### src/rtl/correlator_pkg.sv
// Shared definitions for the correlator host command path: sync byte, register map,
// baud helper and the FSM state encodings used by the UART receiver blocks.
package correlator_pkg;

    localparam logic [7:0] CMD_SYNC_BYTE = 8'hA5;

    localparam int REG_INTEG_LEN  = 0;
    localparam int REG_SAMPLE_DIV = 1;
    localparam int REG_MODE       = 2;
    localparam int REG_SPARE      = 3;

    function automatic int clks_per_bit(input int clkHz, input int baud);
        return clkHz / baud;
    endfunction

    typedef enum logic [2:0] {
        RX_IDLE, RX_START, RX_DATA, RX_STOP, RX_BREAK
    } rx_state_t;

    typedef enum logic [2:0] {
        PKT_SYNC, PKT_ADDR, PKT_D3, PKT_D2, PKT_D1, PKT_D0, PKT_SUM
    } pkt_state_t;

endpackage

### src/rtl/uart_rx_byte.sv
// 8N1 UART byte receiver: two-flop RX synchroniser plus mid-bit sampling byte FSM.
module uart_rx_byte
    import correlator_pkg::*;
#(
    parameter int CLKS_PER_BIT = 217
) (
    input  logic       clk,
    input  logic       rst_n,
    input  logic       rx_i,
    output logic       byte_valid_o,
    output logic [7:0] byte_data_o,
    output logic       frame_error_o
);

    localparam int CNT_W = $clog2(CLKS_PER_BIT);
    localparam logic [CNT_W-1:0] FULL_RELOAD = CNT_W'(CLKS_PER_BIT - 1);
    localparam logic [CNT_W-1:0] HALF_RELOAD = CNT_W'(CLKS_PER_BIT / 2 - 1);

    logic             rxMeta_q, rxSync_q;
    rx_state_t        state_q, state_d;
    logic [CNT_W-1:0] cnt_q, cnt_d;
    logic [2:0]       bitIdx_q, bitIdx_d;
    logic [7:0]       shift_q, shift_d;
    logic             byteValid_q, byteValid_d;
    logic [7:0]       byteData_q, byteData_d;
    logic             frameError_q, frameError_d;

    always_ff @(posedge clk or negedge rst_n) begin
        if (!rst_n) begin
            rxMeta_q     <= 1'b1;
            rxSync_q     <= 1'b1;
            state_q      <= RX_IDLE;
            cnt_q        <= '0;
            bitIdx_q     <= '0;
            shift_q      <= '0;
            byteValid_q  <= 1'b0;
            byteData_q   <= '0;
            frameError_q <= 1'b0;
        end else begin
            rxMeta_q     <= rx_i;
            rxSync_q     <= rxMeta_q;
            state_q      <= state_d;
            cnt_q        <= cnt_d;
            bitIdx_q     <= bitIdx_d;
            shift_q      <= shift_d;
            byteValid_q  <= byteValid_d;
            byteData_q   <= byteData_d;
            frameError_q <= frameError_d;
        end
    end

    // The line is always high when entering IDLE (BREAK waits for it), so a low level
    // here is the start-bit falling edge; this keeps back-to-back bytes from being lost.
    always_comb begin
        state_d      = state_q;
        cnt_d        = cnt_q;
        bitIdx_d     = bitIdx_q;
        shift_d      = shift_q;
        byteValid_d  = 1'b0;
        byteData_d   = byteData_q;
        frameError_d = 1'b0;
        case (state_q)
            RX_IDLE: begin
                if (!rxSync_q) begin
                    state_d = RX_START;
                    cnt_d   = HALF_RELOAD;
                end
            end
            RX_START: begin
                if (cnt_q != '0) begin
                    cnt_d = cnt_q - 1'b1;
                end else if (!rxSync_q) begin
                    state_d  = RX_DATA;
                    cnt_d    = FULL_RELOAD;
                    bitIdx_d = '0;
                end else begin
                    state_d = RX_IDLE;
                end
            end
            RX_DATA: begin
                if (cnt_q != '0) begin
                    cnt_d = cnt_q - 1'b1;
                end else begin
                    shift_d  = {rxSync_q, shift_q[7:1]};
                    cnt_d    = FULL_RELOAD;
                    bitIdx_d = bitIdx_q + 1'b1;
                    if (bitIdx_q == 3'd7) state_d = RX_STOP;
                end
            end
            RX_STOP: begin
                if (cnt_q != '0) begin
                    cnt_d = cnt_q - 1'b1;
                end else if (rxSync_q) begin
                    byteValid_d = 1'b1;
                    byteData_d  = shift_q;
                    state_d     = RX_IDLE;
                end else begin
                    frameError_d = 1'b1;
                    state_d      = RX_BREAK;
                end
            end
            RX_BREAK: begin
                if (rxSync_q) state_d = RX_IDLE;
            end
            default: state_d = RX_IDLE;
        endcase
    end

    assign byte_valid_o  = byteValid_q;
    assign byte_data_o   = byteData_q;
    assign frame_error_o = frameError_q;

endmodule

### src/rtl/uart_cmd_receiver.sv
// Host command receiver: UART bytes -> framed register-write packets
// (A5, addr, D3..D0, checksum) for the correlator configuration registers.
module uart_cmd_receiver
    import correlator_pkg::*;
#(
    parameter int CLK_FREQUENCY = 50000000,
    parameter int BAUD_RATE     = 230400,
    parameter int NUM_REGS      = 4,
    parameter int DATA_WIDTH    = 32,
    parameter int TIMEOUT_BITS  = 40
) (
    input  logic                        clk,
    input  logic                        rst_n,
    input  logic                        RX,
    output logic                        byte_valid,
    output logic [7:0]                  byte_data,
    output logic                        cmd_valid,
    output logic [$clog2(NUM_REGS)-1:0] cmd_addr,
    output logic [DATA_WIDTH-1:0]       cmd_data,
    output logic                        frame_error,
    output logic                        cmd_error
);

    localparam int CLKS_PER_BIT = clks_per_bit(CLK_FREQUENCY, BAUD_RATE);
    localparam int ADDR_W       = $clog2(NUM_REGS);
    localparam int TIMEOUT_CLKS = TIMEOUT_BITS * CLKS_PER_BIT;
    localparam int GAP_W        = $clog2(TIMEOUT_CLKS + 1);
    localparam logic [7:0]       NUM_REGS_B   = 8'(NUM_REGS);
    localparam logic [GAP_W-1:0] GAP_LIMIT    = GAP_W'(TIMEOUT_CLKS);

    logic       rxByteValid, rxFrameError;
    logic [7:0] rxByte;

    uart_rx_byte #(
        .CLKS_PER_BIT(CLKS_PER_BIT)
    ) u_rx (
        .clk          (clk),
        .rst_n        (rst_n),
        .rx_i         (RX),
        .byte_valid_o (rxByteValid),
        .byte_data_o  (rxByte),
        .frame_error_o(rxFrameError)
    );

    pkt_state_t            state_q, state_d;
    logic [7:0]            sum_q, sum_d;
    logic [7:0]            addr_q, addr_d;
    logic [DATA_WIDTH-1:0] data_q, data_d;
    logic [GAP_W-1:0]      gap_q, gap_d;
    logic                  cmdValid_q, cmdValid_d;
    logic                  cmdError_q, cmdError_d;
    logic [ADDR_W-1:0]     cmdAddr_q, cmdAddr_d;
    logic [DATA_WIDTH-1:0] cmdData_q, cmdData_d;

    always_ff @(posedge clk or negedge rst_n) begin
        if (!rst_n) begin
            state_q    <= PKT_SYNC;
            sum_q      <= '0;
            addr_q     <= '0;
            data_q     <= '0;
            gap_q      <= '0;
            cmdValid_q <= 1'b0;
            cmdError_q <= 1'b0;
            cmdAddr_q  <= '0;
            cmdData_q  <= '0;
        end else begin
            state_q    <= state_d;
            sum_q      <= sum_d;
            addr_q     <= addr_d;
            data_q     <= data_d;
            gap_q      <= gap_d;
            cmdValid_q <= cmdValid_d;
            cmdError_q <= cmdError_d;
            cmdAddr_q  <= cmdAddr_d;
            cmdData_q  <= cmdData_d;
        end
    end

    // Frame errors abort the packet; the gap counter runs only while a packet is open.
    always_comb begin
        state_d    = state_q;
        sum_d      = sum_q;
        addr_d     = addr_q;
        data_d     = data_q;
        gap_d      = gap_q;
        cmdValid_d = 1'b0;
        cmdError_d = 1'b0;
        cmdAddr_d  = cmdAddr_q;
        cmdData_d  = cmdData_q;
        if (rxFrameError) begin
            state_d = PKT_SYNC;
            gap_d   = '0;
        end else if (rxByteValid) begin
            gap_d = '0;
            case (state_q)
                PKT_SYNC: if (rxByte == CMD_SYNC_BYTE) state_d = PKT_ADDR;
                PKT_ADDR: begin
                    addr_d  = rxByte;
                    sum_d   = rxByte;
                    state_d = PKT_D3;
                end
                PKT_D3, PKT_D2, PKT_D1, PKT_D0: begin
                    data_d = {data_q[DATA_WIDTH-9:0], rxByte};
                    sum_d  = sum_q + rxByte;
                    case (state_q)
                        PKT_D3:  state_d = PKT_D2;
                        PKT_D2:  state_d = PKT_D1;
                        PKT_D1:  state_d = PKT_D0;
                        default: state_d = PKT_SUM;
                    endcase
                end
                PKT_SUM: begin
                    if (rxByte == sum_q && addr_q < NUM_REGS_B) begin
                        cmdValid_d = 1'b1;
                        cmdAddr_d  = addr_q[ADDR_W-1:0];
                        cmdData_d  = data_q;
                    end else begin
                        cmdError_d = 1'b1;
                    end
                    state_d = PKT_SYNC;
                end
                default: state_d = PKT_SYNC;
            endcase
        end else if (state_q != PKT_SYNC) begin
            if (gap_q == GAP_LIMIT) begin
                state_d = PKT_SYNC;
                gap_d   = '0;
            end else begin
                gap_d = gap_q + 1'b1;
            end
        end
    end

    assign byte_valid  = rxByteValid;
    assign byte_data   = rxByte;
    assign frame_error = rxFrameError;
    assign cmd_valid   = cmdValid_q;
    assign cmd_error   = cmdError_q;
    assign cmd_addr    = cmdAddr_q;
    assign cmd_data    = cmdData_q;

endmodule

### config.mk
export PLATFORM = sky130hd
export DESIGN_NAME = uart_cmd_receiver
export DESIGN_NICKNAME = d
export VERILOG_FILES = /design/src/rtl/correlator_pkg.sv /design/src/rtl/uart_rx_byte.sv /design/src/rtl/uart_cmd_receiver.sv
export SDC_FILE = /design/constraint.sdc
export NUM_CORES = 1
export LEC_CHECK = 0
export BUFFER_PORTS_ARGS = -buffer_cell sky130_fd_sc_hd__buf_2
export CORE_UTILIZATION = 45
export DETAILED_ROUTE_END_ITERATION = 10
export PLACE_DENSITY = 0.66
export SLEW_MARGIN = 40
export SYNTH_ARGS = -nofsm -noshare
export SYNTH_HDL_FRONTEND = slang
export SYNTH_SLANG_ARGS = --single-unit
### constraint.sdc
create_clock -name clk -period 3.55 [get_ports clk]
set_clock_uncertainty 0.15 [all_clocks]
set_input_delay 0.71 -clock clk [delete_from_list [all_inputs] [get_ports clk]]
set_output_delay 0.71 -clock clk [all_outputs]
set_load 0.005 [all_outputs]
==> impl_metrics.toml <==
[critical_path]
endpoint = "cmd_data[7]$_DFFE_PN0P_"
worstSetupEndpointType = "flop"
critPathKind = "flop to flop"
reg2reg_slack_ps = 830
r2r-end = "cmd_data[7]$_DFFE_PN0P_"
path_common_cell = "nor4_1"
crit_chain = "ha_1, nor4_1, nand4_1, nor4_1, nand2_1, buf_4, mux2_2"
crit_slowest_cell = "dfrtp_1"
crit_path_start_kind = "flop"
cp.depth = 7
slowest_delay_ps = 490
cp.arrival_ps = 2870
r2r_cells = 7
cp_num_buf_inv = 1
path_delay_family = "simple AND/OR/NAND/NOR gates"
critPathLaunch = "u_rx.byte_data_o[2]$_DFFE_PN0P_"
path_max_fanout = 35
cp.required_ps = 3700
reg2reg_from = "u_rx.byte_data_o[2]$_DFFE_PN0P_"

[synthesis]
ys_types = 56
synth_cells = 490
yosys.area.top_type = "dfrtp_1"
ys_ff_latch = 135
netlist_area_um2 = 6040
synth_top_area_share = 0.551
synthFlopType = "dfrtp_1"
async_reset_ff_frac = 1.00
synth_most_common_cell = "dfrtp_1"
synth_edf_count = 0
postSynthNetCount = 507
yosysSeqAreaShare = 0.560
synth_common_cells = "133 x dfrtp_1, 90 x mux2_2, 36 x nor2_1"
yosys-top-cells-area = "dfrtp_1 55%, mux2_2 17%, ha_1 2.7%, nor2_1 2.2%, a21oi_1 1.7%"
ys_warn_count = 0
syn_avg_cell_area_um2 = 12.3

[sta]
post-route-min-period_ps = 2720
setup_viol = 0
rsz0062_at_grt = "no"
holdWs_ps = 194
fin_tns_setup_ps = 0
tightest_slew_ps = 717
clock.fmax_mhz = 367
slew-limit-headroom = 0.520
drv_slew = 0
period_share = 0.767
hold_viol = 0

[finish]
final_nets = 561
areaGrowthSynthToFinish_pct = 17.3
nFillCells = 1096
n_antenna_cell = 0
postLayoutCoreUtil = 0.550
final_layout_size_suffix_gt1_frac = 0.338

[detailed_routing]
drc = 0
dr_total_vias = 3895
antenna_left = 0
via_per_inst = 5.34
drt_iter0_drc = 216
routed_wl_um = 11500
wl_per_cell_um = 15.8
firstDrtPassIters = 4

[pwr]
intPower_w = 0.00261
leakage_nw = 3.59
power.share.clock = 0.523
switchingPower_w = 0.000700
power_w = 0.00331
vdd_drop_max_uv = 331
switching_share = 0.212
combPwrFrac = 0.010
p_per_area_nw_per_um2 = 466
seq_power_share = 0.467

[floorplanning]
io_pins = 49
die_area_um2 = 13900
core_um2 = 12900
initial_core_util = 0.469
die_x_um = 118
rows = 41
die_h_um = 118

[grt]
grt_max_degree = 89
overflow = 0
grt_pass1_wl_um = 19300
grt_util_met3 = 0.0460
use_met2 = 0.282
met1_usage = 0.232
grt_use_total = 0.179
busiest_layer = "met2"
first_global_vias = 3817
antenna_found_initial = 0

[clock_tree]
clock_sinks = 135
cts_made_buffers = 17
clock_latency_ps = 420
cts_resized = 0
clockBufferDepth = 2
clkSlewWorstSetupHoldPaths_ps = 60
root_buffer = "clkbuf_16"
cts_setup_buffers = 0
cts_tree = "yes"
htree_levels = 4
cts_hold_buf = 0

[place]
gp_congestion = 0.835
dpl.hpwl_um = 7610
io_buffers = 48

[hold_path]
hold_class = "input pin to async pin"

[run_status]
status = "finished clean"

[job]
cap_violations = 0
## metrics by stage
step	worst slack, ps	std cells	area, um2
after floorplan	1060	490	6040
after global placement	848	697	6490
after detailed placement	883	697	6490
after CTS	856	729	7080
after global routing	703	729	7090
final	828	729	7090
## worst min path at each step
stage | from | endpoint | slack, ps
finish | rst_n | cmd_valid$_DFF_PN0_ | 190
floorplan | u_rx.rxMeta_q$_DFF_PN1_ | u_rx.rxSync_q$_DFF_PN1_ | 200
global placement | u_rx.rxMeta_q$_DFF_PN1_ | u_rx.rxSync_q$_DFF_PN1_ | 200
CTS | u_rx.rxMeta_q$_DFF_PN1_ | u_rx.rxSync_q$_DFF_PN1_ | 220
global route | u_rx.rxMeta_q$_DFF_PN1_ | u_rx.rxSync_q$_DFF_PN1_ | 220
detailed placement | u_rx.rxMeta_q$_DFF_PN1_ | u_rx.rxSync_q$_DFF_PN1_ | 210
## power groups by stage
stage          Combinational (W)  Clock [W]  Sequential [W]
4_1_cts                0.0000369    0.00177         0.00154
6_report               0.0000346    0.00173         0.00154
3_5_place_dp           0.0000369          0         0.00157
3_3_place_gp           0.0000367          0         0.00157
5_1_grt                0.0000423    0.00183         0.00154
2_1_floorplan         0.00000112          0         0.00157
## layout make-up
class	count	area [um2]	share of cell area
sequential	135	3380	0.477
timing repair buffer	55	314	0.0443
clock buffer	19	443	0.0625
clock inverter	13	145	0.0205
inverter	12	45.0	0.00636
multi-input combinational	323	2540	0.359
tap	172	215	0.0304
## logic make-up (layout without fill, tap and decap cells)
kind of cell,Yosys count,count (layout),synth area share
buffers and inverters,32,99,0.0207
adder cells (fa/ha/maj),14,14,0.0302
AND/OR/NAND/NOR,119,119,0.102
flip-flops,135,135,0.560
multiplexers,100,100,0.184
XOR/XNOR,15,15,0.0217
AO/OA/AOI/OAI,75,75,0.0814
## cell usage in the layout (no fill, tap or decap), types with 5 or more instances in the layout
cell / instances
nand2_1: 26
nor4_1: 6
xnor2_1: 6
inv_1: 12
buf_2: 47
buf_4: 6
mux2_2: 90
mux2i_1: 10
clkbuf_16: 17
dfrtp_1: 133
o21ai_0: 18
a21oi_1: 20
nor3_1: 8
xor2_1: 9
o21a_1: 5
ha_1: 13
nor2_1: 36
or3_1: 5
nand4_1: 5
nor2b_1: 5
nand3_1: 6
## state kept, by name, indices dropped and copies added (netlist names)
name / flops
u_rx.cnt_q: 8
cmd_addr: 2
cmd_valid: 1
u_rx.byte_data_o: 8
u_rx.rxSync_q: 1
u_rx.bitIdx_q: 3
addr_q: 8
u_rx.byte_valid_o: 1
u_rx.shift_q: 8
cmd_error: 1
cmd_data: 32
u_rx.frame_error_o: 1
gap_q: 14
data_q: 32
sum_q: 8
u_rx.rxMeta_q: 1
u_rx.state_q: 3
state_q: 3
## worst reg2reg max path: stages (launching register included)
cell     delay (ps)
dfrtp_1         490
ha_1            410
nor4_1          350
nand4_1         190
nor4_1          310
nand2_1          90
buf_4           270
mux2_2          350
## routing by layer
metal	vias up	wire length, um
met5	-	0
met4	0	148
met3	9	410
met2	65	5460
met1	1950	5510
li1	1871	-
Note: power is estimated with default switching activity, not from simulation.
